$ cat config.mk
export PLATFORM = sky130hd
export DESIGN_NAME = pe_conv_scheduler
export DESIGN_NICKNAME = d
export VERILOG_FILES = /design/src/rtl/pe_conv_scheduler.sv
export SDC_FILE = /design/constraint.sdc
export NUM_CORES = 1
export LEC_CHECK = 0
export BUFFER_PORTS_ARGS = -buffer_cell sky130_fd_sc_hd__clkbuf_2
export CAP_MARGIN = 10
export CORE_MARGIN = 5
export CORE_UTILIZATION = 40
export CTS_CLUSTER_SIZE = 10
export DETAILED_ROUTE_END_ITERATION = 16
export PLACE_DENSITY_LB_ADDON = 0.25
export SKIP_CTS_REPAIR_TIMING = 1
export SKIP_LAST_GASP = 1
export SYNTH_ARGS = -nofsm -noshare
export SYNTH_HDL_FRONTEND = slang
export SYNTH_SLANG_ARGS = --single-unit
export TNS_END_PERCENT = 30
$ cat constraint.sdc
create_clock -name clk -period 1.7 [get_ports clk]
set_clock_uncertainty 0.1 [all_clocks]
set_input_delay 0.255 -clock clk [delete_from_list [all_inputs] [get_ports clk]]
set_output_delay 0.255 -clock clk [all_outputs]
set_load 0.05 [all_outputs]
$ cat src/rtl/pe_conv_scheduler.sv
// Window sequencer for the single-PE convolution datapath: walks every valid output
// window, drives operand indices and MAC controls, and hands each result downstream.
module pe_conv_scheduler #(
    parameter int IMG_DIM = 4,
    parameter int KER_DIM = 3,
    parameter int MAC_LAT = 1,
    parameter int IDX_W   = 2
) (
    input  logic             clk,
    input  logic             reset,
    input  logic             en_single,
    input  logic             res_ready,
    output logic             busy,
    output logic [IDX_W-1:0] a_row,
    output logic [IDX_W-1:0] a_col,
    output logic [IDX_W-1:0] b_row,
    output logic [IDX_W-1:0] b_col,
    output logic             mac_clr,
    output logic             mac_en,
    output logic             en_result,
    output logic [IDX_W-1:0] out_row,
    output logic [IDX_W-1:0] out_col,
    output logic             pe_done
);

    localparam int OUT_DIM = IMG_DIM - KER_DIM + 1;
    localparam int LAT_W   = (MAC_LAT > 1) ? $clog2(MAC_LAT) : 1;

    localparam logic [IDX_W-1:0] K_LAST   = IDX_W'(KER_DIM - 1);
    localparam logic [IDX_W-1:0] O_LAST   = IDX_W'(OUT_DIM - 1);
    localparam logic [LAT_W-1:0] LAT_LAST = LAT_W'(MAC_LAT - 1);

    typedef enum logic [2:0] {
        S_IDLE,
        S_CLEAR,
        S_MAC,
        S_DRAIN,
        S_RESULT,
        S_DONE
    } state_t;

    state_t           state_q, state_d;
    logic [IDX_W-1:0] oy_q, oy_d;
    logic [IDX_W-1:0] ox_q, ox_d;
    logic [IDX_W-1:0] ky_q, ky_d;
    logic [IDX_W-1:0] kx_q, kx_d;
    logic [LAT_W-1:0] lat_q, lat_d;

    always_ff @(posedge clk or negedge reset) begin
        if (!reset) begin
            state_q <= S_IDLE;
            oy_q    <= '0;
            ox_q    <= '0;
            ky_q    <= '0;
            kx_q    <= '0;
            lat_q   <= '0;
        end else begin
            state_q <= state_d;
            oy_q    <= oy_d;
            ox_q    <= ox_d;
            ky_q    <= ky_d;
            kx_q    <= kx_d;
            lat_q   <= lat_d;
        end
    end

    always_comb begin
        state_d = state_q;
        oy_d    = oy_q;
        ox_d    = ox_q;
        ky_d    = ky_q;
        kx_d    = kx_q;
        lat_d   = lat_q;
        unique case (state_q)
            S_IDLE: begin
                if (en_single) begin
                    state_d = S_CLEAR;
                    oy_d    = '0;
                    ox_d    = '0;
                end
            end
            S_CLEAR: begin
                state_d = S_MAC;
                ky_d    = '0;
                kx_d    = '0;
            end
            S_MAC: begin
                // Indices stay on the last tap through DRAIN and RESULT.
                if (kx_q == K_LAST && ky_q == K_LAST) begin
                    state_d = S_DRAIN;
                    lat_d   = '0;
                end else if (kx_q == K_LAST) begin
                    kx_d = '0;
                    ky_d = ky_q + 1'b1;
                end else begin
                    kx_d = kx_q + 1'b1;
                end
            end
            S_DRAIN: begin
                if (lat_q == LAT_LAST) begin
                    state_d = S_RESULT;
                end else begin
                    lat_d = lat_q + 1'b1;
                end
            end
            S_RESULT: begin
                if (res_ready) begin
                    state_d = S_CLEAR;
                    if (ox_q == O_LAST) begin
                        ox_d = '0;
                        if (oy_q == O_LAST) begin
                            // Park all counters at zero so IDLE presents zero indices.
                            oy_d    = '0;
                            ky_d    = '0;
                            kx_d    = '0;
                            state_d = S_DONE;
                        end else begin
                            oy_d = oy_q + 1'b1;
                        end
                    end else begin
                        ox_d = ox_q + 1'b1;
                    end
                end
            end
            S_DONE: begin
                state_d = S_IDLE;
            end
            default: begin
                state_d = S_IDLE;
            end
        endcase
    end

    always_comb begin
        busy      = (state_q != S_IDLE);
        mac_clr   = (state_q == S_CLEAR);
        mac_en    = (state_q == S_MAC);
        en_result = (state_q == S_RESULT);
        pe_done   = (state_q == S_DONE);
        a_row     = oy_q + ky_q;
        a_col     = ox_q + kx_q;
        b_row     = ky_q;
        b_col     = kx_q;
        out_row   = '0;
        out_col   = '0;
        if (state_q == S_RESULT) begin
            out_row = oy_q;
            out_col = ox_q;
        end
    end

endmodule

==> results of run 1 <==
==> worst max path at each step <==
stage             start       end  slack [ns]
2_1_floorplan  b_row[1]  b_row[0]       -0.16
3_3_place_gp   b_row[0]  b_row[0]        0.07
3_5_place_dp   b_row[0]  b_row[0]        0.03
4_1_cts        b_row[0]  a_row[1]       -0.23
5_1_grt        b_row[0]  b_row[0]       -0.11
6_report        ox_q[0]  a_col[1]       -0.04
==> layer usage <==
layer	routed length [µm]	track usage (%)	share of wire [%]
met5	0	0	0
met4	12	3.83	0.63
met3	73	2.82	3.9
met2	930	23.6	49
met1	878	19.8	46
==> cells by family after synthesis <==
group / after synthesis
DFF: 11
adders and majority gates: 3
AOI/OAI and AO/OA: 20
and+or+nand+nor: 24
muxes: 2
xor gates and xnor gates: 5
buffers and inverters: 10
==> report_power, final <==
group	switching [W]	total (W)	internal, W	leakage, nW
Combinational	0.00106	0.00184	0.000774	0.377
Sequential	0.000128	0.000486	0.000358	0.142
Clock	0.0000896	0.000180	0.0000906	0.0150
==> cell type report <==
cell class	instances	area, µm²	share of cell area (%)
Clock buffer	4	26.3	2.20
Inverter	5	18.8	1.57
Multi-Input combinational cell	54	513	42.9
Sequential cell	11	280	23.5
Tap cell	25	31.3	2.62
Timing Repair Buffer	37	325	27.2
==> worst reg2reg max path, cell delays in order, from the launching register on <==
cell     delay (ns)
dfrtp_1        0.43
buf_4          0.16
buf_4          0.15
or4b_2         0.63
o21ai_2        0.08
a22o_1         0.13
==> through the flow <==
stage               worst slack [ns]  instance area [µm²]
floorplan                     -0.157                  771
global placement              0.0738                 1000
detailed placement            0.0254                 1000
CTS                           -0.227                 1030
global route                  -0.106                 1190
finish                       -0.0378                 1190
==> registers in the layout (all words and copies together) (netlist names) <==
name	count
state_q	3
ox_q	2
b_col	2
oy_q	2
b_row	2
==> Yosys cell counts <==
library cell   n  area share [%]
or3b_2         1             1.2
or3_1          2             1.7
nor3b_1        2             2.0
mux2_2         1             1.5
buf_6          2             3.1
nand3b_1       3             3.1
a41oi_1        1             1.2
nand2_1        1            0.51
o22ai_1        2             1.7
a21oi_1        1            0.68
inv_1          5             2.5
o32ai_1        1             1.2
or4b_2         1             1.4
nor2_1         3             1.5
nor3_1         2             1.4
and3_1         4             3.4
o21ai_0        6             4.1
a22o_1         2             2.4
and2_1         1            0.85
clkbuf_1       1            0.51
or3b_1         1             1.2
a21boi_0       2             2.0
a41o_1         1             1.4
o2bb2ai_1      1             1.2
xnor2_1        5             5.9
mux2i_1        1             1.4
nand2b_1       2             1.7
a31o_2         2             2.4
nor4bb_1       1             1.4
buf_4          2             2.0
o22a_1         1             1.2
dfrtp_1       11              37
ha_1           3             5.1
==> key figures, run 1 <==
Floorplan
  – Die span in x: approximately 53 µm
  – Die H: approximately 53 µm
  – Starting Density: between 40% and 50%
  – IO Pins: 21
  – Die area: about 2800 µm²
  – Core Region: 1750 µm²
  – Row Count: 15

Power
  – Pwr Density: around 2100 nW/µm²
  – VDD IR max: around 1.5 mV
  – Power, Total: roughly 0.0025 W
  – Pleak: between 0.5 and 0.6 nW

Min path
  – WHS Endpoint: state_q[2]
  – Hold Path Cell Cnt: 3
  – Hold Startpoint: res_ready
  – Worst Hold Class: primary input to register

Layout
  – Final Core Density: about two thirds
  – Final net count: roughly 120
  – Area growth, synth to finish: 62.1%
  – Share of layout cells above drive strength 1: about 57%
  – Most frequent cells in the layout: buf_4, clkbuf_2, dfrtp_1
  – Commonest non-fill, non-tap cell in the layout: buf_4
  – Non-Filler Instances: ~140
  – Diodes inserted: 0
  – Filler instances: 140

Clocking
  – Total clock sinks: 11
  – Root buffer selected by CTS: clkbuf_4
  – H-Tree Depth: 1
  – CTS tree: yes
  – Worst-Skew Late Latency: 0.26 ns
  – CTS max path bufs: 2
  – CTS buffer count: 3
  – Clk slew on worst S/H paths: around 0.070 ns

GRT
  – First-pass GRT wire length: between 3000 and 4000 µm
  – Initial antenna violation count: 0
  – Global Route Usage Sum: 14.6%
  – Vias in the first global route: 656
  – Total grt overflow: 0
  – Largest net degree at the start of global routing: 20

Worst setup path
  – Arrival time worst endpoint: 1.38 ns
  – Reg2reg start: ox_q[0]
  – WP data required: between 1 and 1.5 ns
  – Worst path cell trace: ha_4 > xnor2_4 > xnor2_2 > buf_6
  – Crit path buf inv count: 1
  – Worst R2R End: ox_q[0]
  – Slowest stage delay, CP: between 0.4 and 0.5 ns
  – Startpoint Class: register
  – R2r setup slk: -0.03 ns
  – WS Path Type: register to primary output
  – CP endpoint kind: primary output
  – CP max FO: 2
  – Cell depth of the worst flop-to-flop path: 5
  – CP delay by family, top: flip-flops
  – Worst path depth: 4
  – Slowest CP cell: dfrtp_1

Timing
  – Setup TNS: -0.136 ns
  – Pins Over Slew Limit: 0
  – Hold slack: roughly 0.29 ns
  – Tightest slew margin relative to the limit: 77.2%
  – Min Clock Period, post-route: ~1.7 ns
  – Final setup fails: 5
  – RSZ-0062 raised after global routing: yes
  – Worst Setup Slack, final: -0.0378 ns
  – Tightest Pin Transition: about 0.34 ns
  – Max Fclk: between 500 and 600 MHz
  – Final hold violation count: 0
  – Period utilization: 102%

Synth
  – Synth cell types: 33
  – Synth Net Count: roughly 80
  – Mapped Cells: 75
  – Post-synthesis simple-gate area fraction: roughly a fifth
  – Sequential-to-total area share from yosys stat: 37.4%
  – YS warnings: 0
  – XOR/XNOR share of the synthesized area: 5.94%
  – Synthesized area per cell: between 9 and 10 µm²
  – Flops & latches, synth: 11
  – Post-synthesis adder-cell area fraction: around 5.1%
  – Largest family of logic cells by synthesized area: simple AND/OR/NAND/NOR gates
  – Post-synthesis compound-gate area fraction: between 10% and 20%
  – Post-synthesis mux area share: 2.89%
  – Mapped Area: 737 µm²

Outcome
  – Failing checks: negative setup slack
  – Status: finished, violations left

Detailed routing
  – Final wirelength: around 1900 µm
  – # DRC: 0
  – Vias/cell: approximately 5.3
  – Vias: roughly 720
  – Pre-antenna DRT Iters: 4
  – DR WL/cell: approximately 14 µm
  – Iter 0 DRT Violations: 13
  – Remaining antenna violation count: 0

Run
  – Max_cap viols: 0

Placement
  – Hpwl dp: around 1300 µm
  – Global placer's final weighted congestion: about 0.79
  – Placed Cells incl. Taps: approximately 130
  – PortBufs: 20
No activity file was read; power rests on OpenSTA's default activity.
==> run 2, diff against run 1 <==
Clock period 1.7 ns to 2 ns, I/O delays scaled along.
==> key figures, run 2 (same netlist as run 1, synthesis figures left out) <==
GRT
  – Vias in the first global route: 637 (-2.9%)
  – Total grt overflow: 0 (unchanged)
  – First-pass GRT wire length: 2970 µm (-3.4%)
  – Initial antenna violation count: 0 (unchanged)
  – Largest net degree at the start of global routing: 20 (unchanged)
  – Global Route Usage Sum: 14.7% (+0.076 points)

Worst setup path
  – Startpoint Class: register
  – CP most frequent cell: xnor2_1
  – Worst R2R End: b_row[0]
  – Cell depth of the worst flop-to-flop path: 5 (unchanged)
  – Reg2reg start: b_row[0]
  – WS Path Type: register to primary output
  – WP data required: 1.60 ns (+0.26 ns)
  – R2r setup slk: 0.29 ns (+0.32 ns)
  – CP max FO: 8 (+6)
  – Critical Path Sink: a_col[1]
  – Worst path cell trace: ha_1 > xnor2_1 > xnor2_1 > clkbuf_4
  – Worst Setup SP: ox_q[0]
  – CP endpoint kind: primary output
  – Arrival time worst endpoint: 1.54 ns (+0.16 ns)
  – Slowest stage delay, CP: 0.47 ns (+0.04 ns)
  – Slowest CP cell: dfrtp_1

Clocking
  – CTS tree: yes
  – H-Tree Depth: 1 (unchanged)
  – Clk slew on worst S/H paths: 0.07 ns (about the same)
  – Root buffer selected by CTS: clkbuf_4
  – CTS buffer count: 3 (unchanged)
  – CTS max path bufs: 2 (unchanged)
  – Worst-Skew Late Latency: 0.27 ns (about the same)
  – Total clock sinks: 11 (unchanged)

Placement
  – PortBufs: 20 (unchanged)
  – Global placer's final weighted congestion: 0.749 (-5.4%)
  – Hpwl dp: 1330 µm (+2.5%)

Floorplan
  – IO Pins: 21 (unchanged)
  – Die area: 2800 µm² (unchanged)
  – Die H: 52.9 µm (unchanged)
  – Die span in x: 52.9 µm (unchanged)
  – Starting Density: 42.2% (unchanged)
  – Core Region: 1750 µm² (unchanged)
  – Row Count: 15 (unchanged)

Layout
  – Largest register by flop count: state_q
  – Area growth, synth to finish: 22.1%
  – Final Core Density: 51.5% (-17 points)
  – Multi-input gate area: 409 µm² (-20%)
  – Register area: 277 µm² (-1.3%)
  – Final net count: 106 (-11%)
  – Share of layout cells above drive strength 1: 34.7% (-22 points)
  – Diodes inserted: 0 (unchanged)
  – Max reg flops: 3 (unchanged)
  – Most frequent cells in the layout: clkbuf_2, dfrtp_1, o21ai_0
  – Commonest non-fill, non-tap cell in the layout: clkbuf_2
  – Filler instances: 167 (+19%)

Timing
  – Tightest Pin Transition: 0.371 ns (+0.0344 ns)
  – Period utilization: between 90% and 100%
  – Final hold violation count: 0 (unchanged)
  – Hold slack: 0.339 ns (+0.0531 ns)
  – Tightest slew margin relative to the limit: 74.9% (-2.3 points)
  – Pins Over Slew Limit: 0 (unchanged)
  – RSZ-0062 raised after global routing: yes
  – Final setup fails: 0 (-5)
  – Max Fclk: ~520 MHz
  – Min Clock Period, post-route: just under 2 ns

Detailed routing
  – WL met2: 915 µm (-1.6%)
  – Top sig layer: met4
  – Vias/cell: 5.41 (+2.8%)
  – DR WL/cell: 14.3 µm (+2.8%)
  – Vias: 665 (-7.0%)
  – Pre-antenna DRT Iters: 4 (unchanged)
  – Wl on met1: 722 µm (-18%)
  – Remaining antenna violation count: 0 (unchanged)
  – # DRC: 0 (unchanged)
  – Final wirelength: 1760 µm (-7.0%)
  – DR WL met3: 98 µm (+34%)
  – Iter 0 DRT Violations: 24 (+11)

Min path
  – Worst Hold Class: primary input to asynchronous set/reset pin

Outcome
  – Status: complete, no violations

Run
  – Max_cap viols: 0 (unchanged)
## run 2: cell count changes in the layout (fill, tap and decap cells not counted), sizes merged
cell / previous run / this run
buf: 26 / 4
clkbuf: 14 / 23
## run 2: per-layer routing
layer  vias up  track usage (%)
met4         0             6.38
met1       314             19.3
met3         4             2.54
li1        323                -
met2        24             23.3
met5         -                0
## run 2: worst min path at each step
stage | start | to
final | reset | oy_q[1]
after floorplan | reset | b_col[0]
after detailed placement | reset | b_row[1]
after global routing | en_single | oy_q[0]
after CTS | reset | oy_q[1]
after global placement | reset | b_row[1]
## run 2: cell type report
type	instances	area share (%)
Inverter	5	2.09
Timing Repair Buffer	24	15.3
Multi-Input combinational cell	54	45.5
Clock buffer	4	2.92
Tap cell	25	3.48
Sequential cell	11	30.7
## run 2: per-stage QoR
| stage | cell area [µm²] | worst slack (ns) | std cells | setup TNS, ns |
|---|---|---|---|---|
| after floorplan | 742 | -0.283 | 75 | -0.799 |
| after global placement | 855 | 0.245 | 118 | 0 |
| after detailed placement | 855 | 0.224 | 118 | 0 |
| after CTS | 881 | -0.0897 | 122 | -0.0897 |
| after global routing | 900 | -0.0147 | 123 | -0.0194 |
| final | 900 | 0.0616 | 123 | 0 |
## run 2: worst max-delay path: cells and delay by family, from the launching register on
family | cells | cell delay, ns
buffers and inverters | 1 | 0.24
adder cells (fa/ha/maj) | 1 | 0.23
XOR/XNOR | 2 | 0.32
flip-flops | 1 | 0.47
Power of run 2 is not shown: default switching activity piles up to over one toggle a cycle in this logic, so the estimate is an artifact.
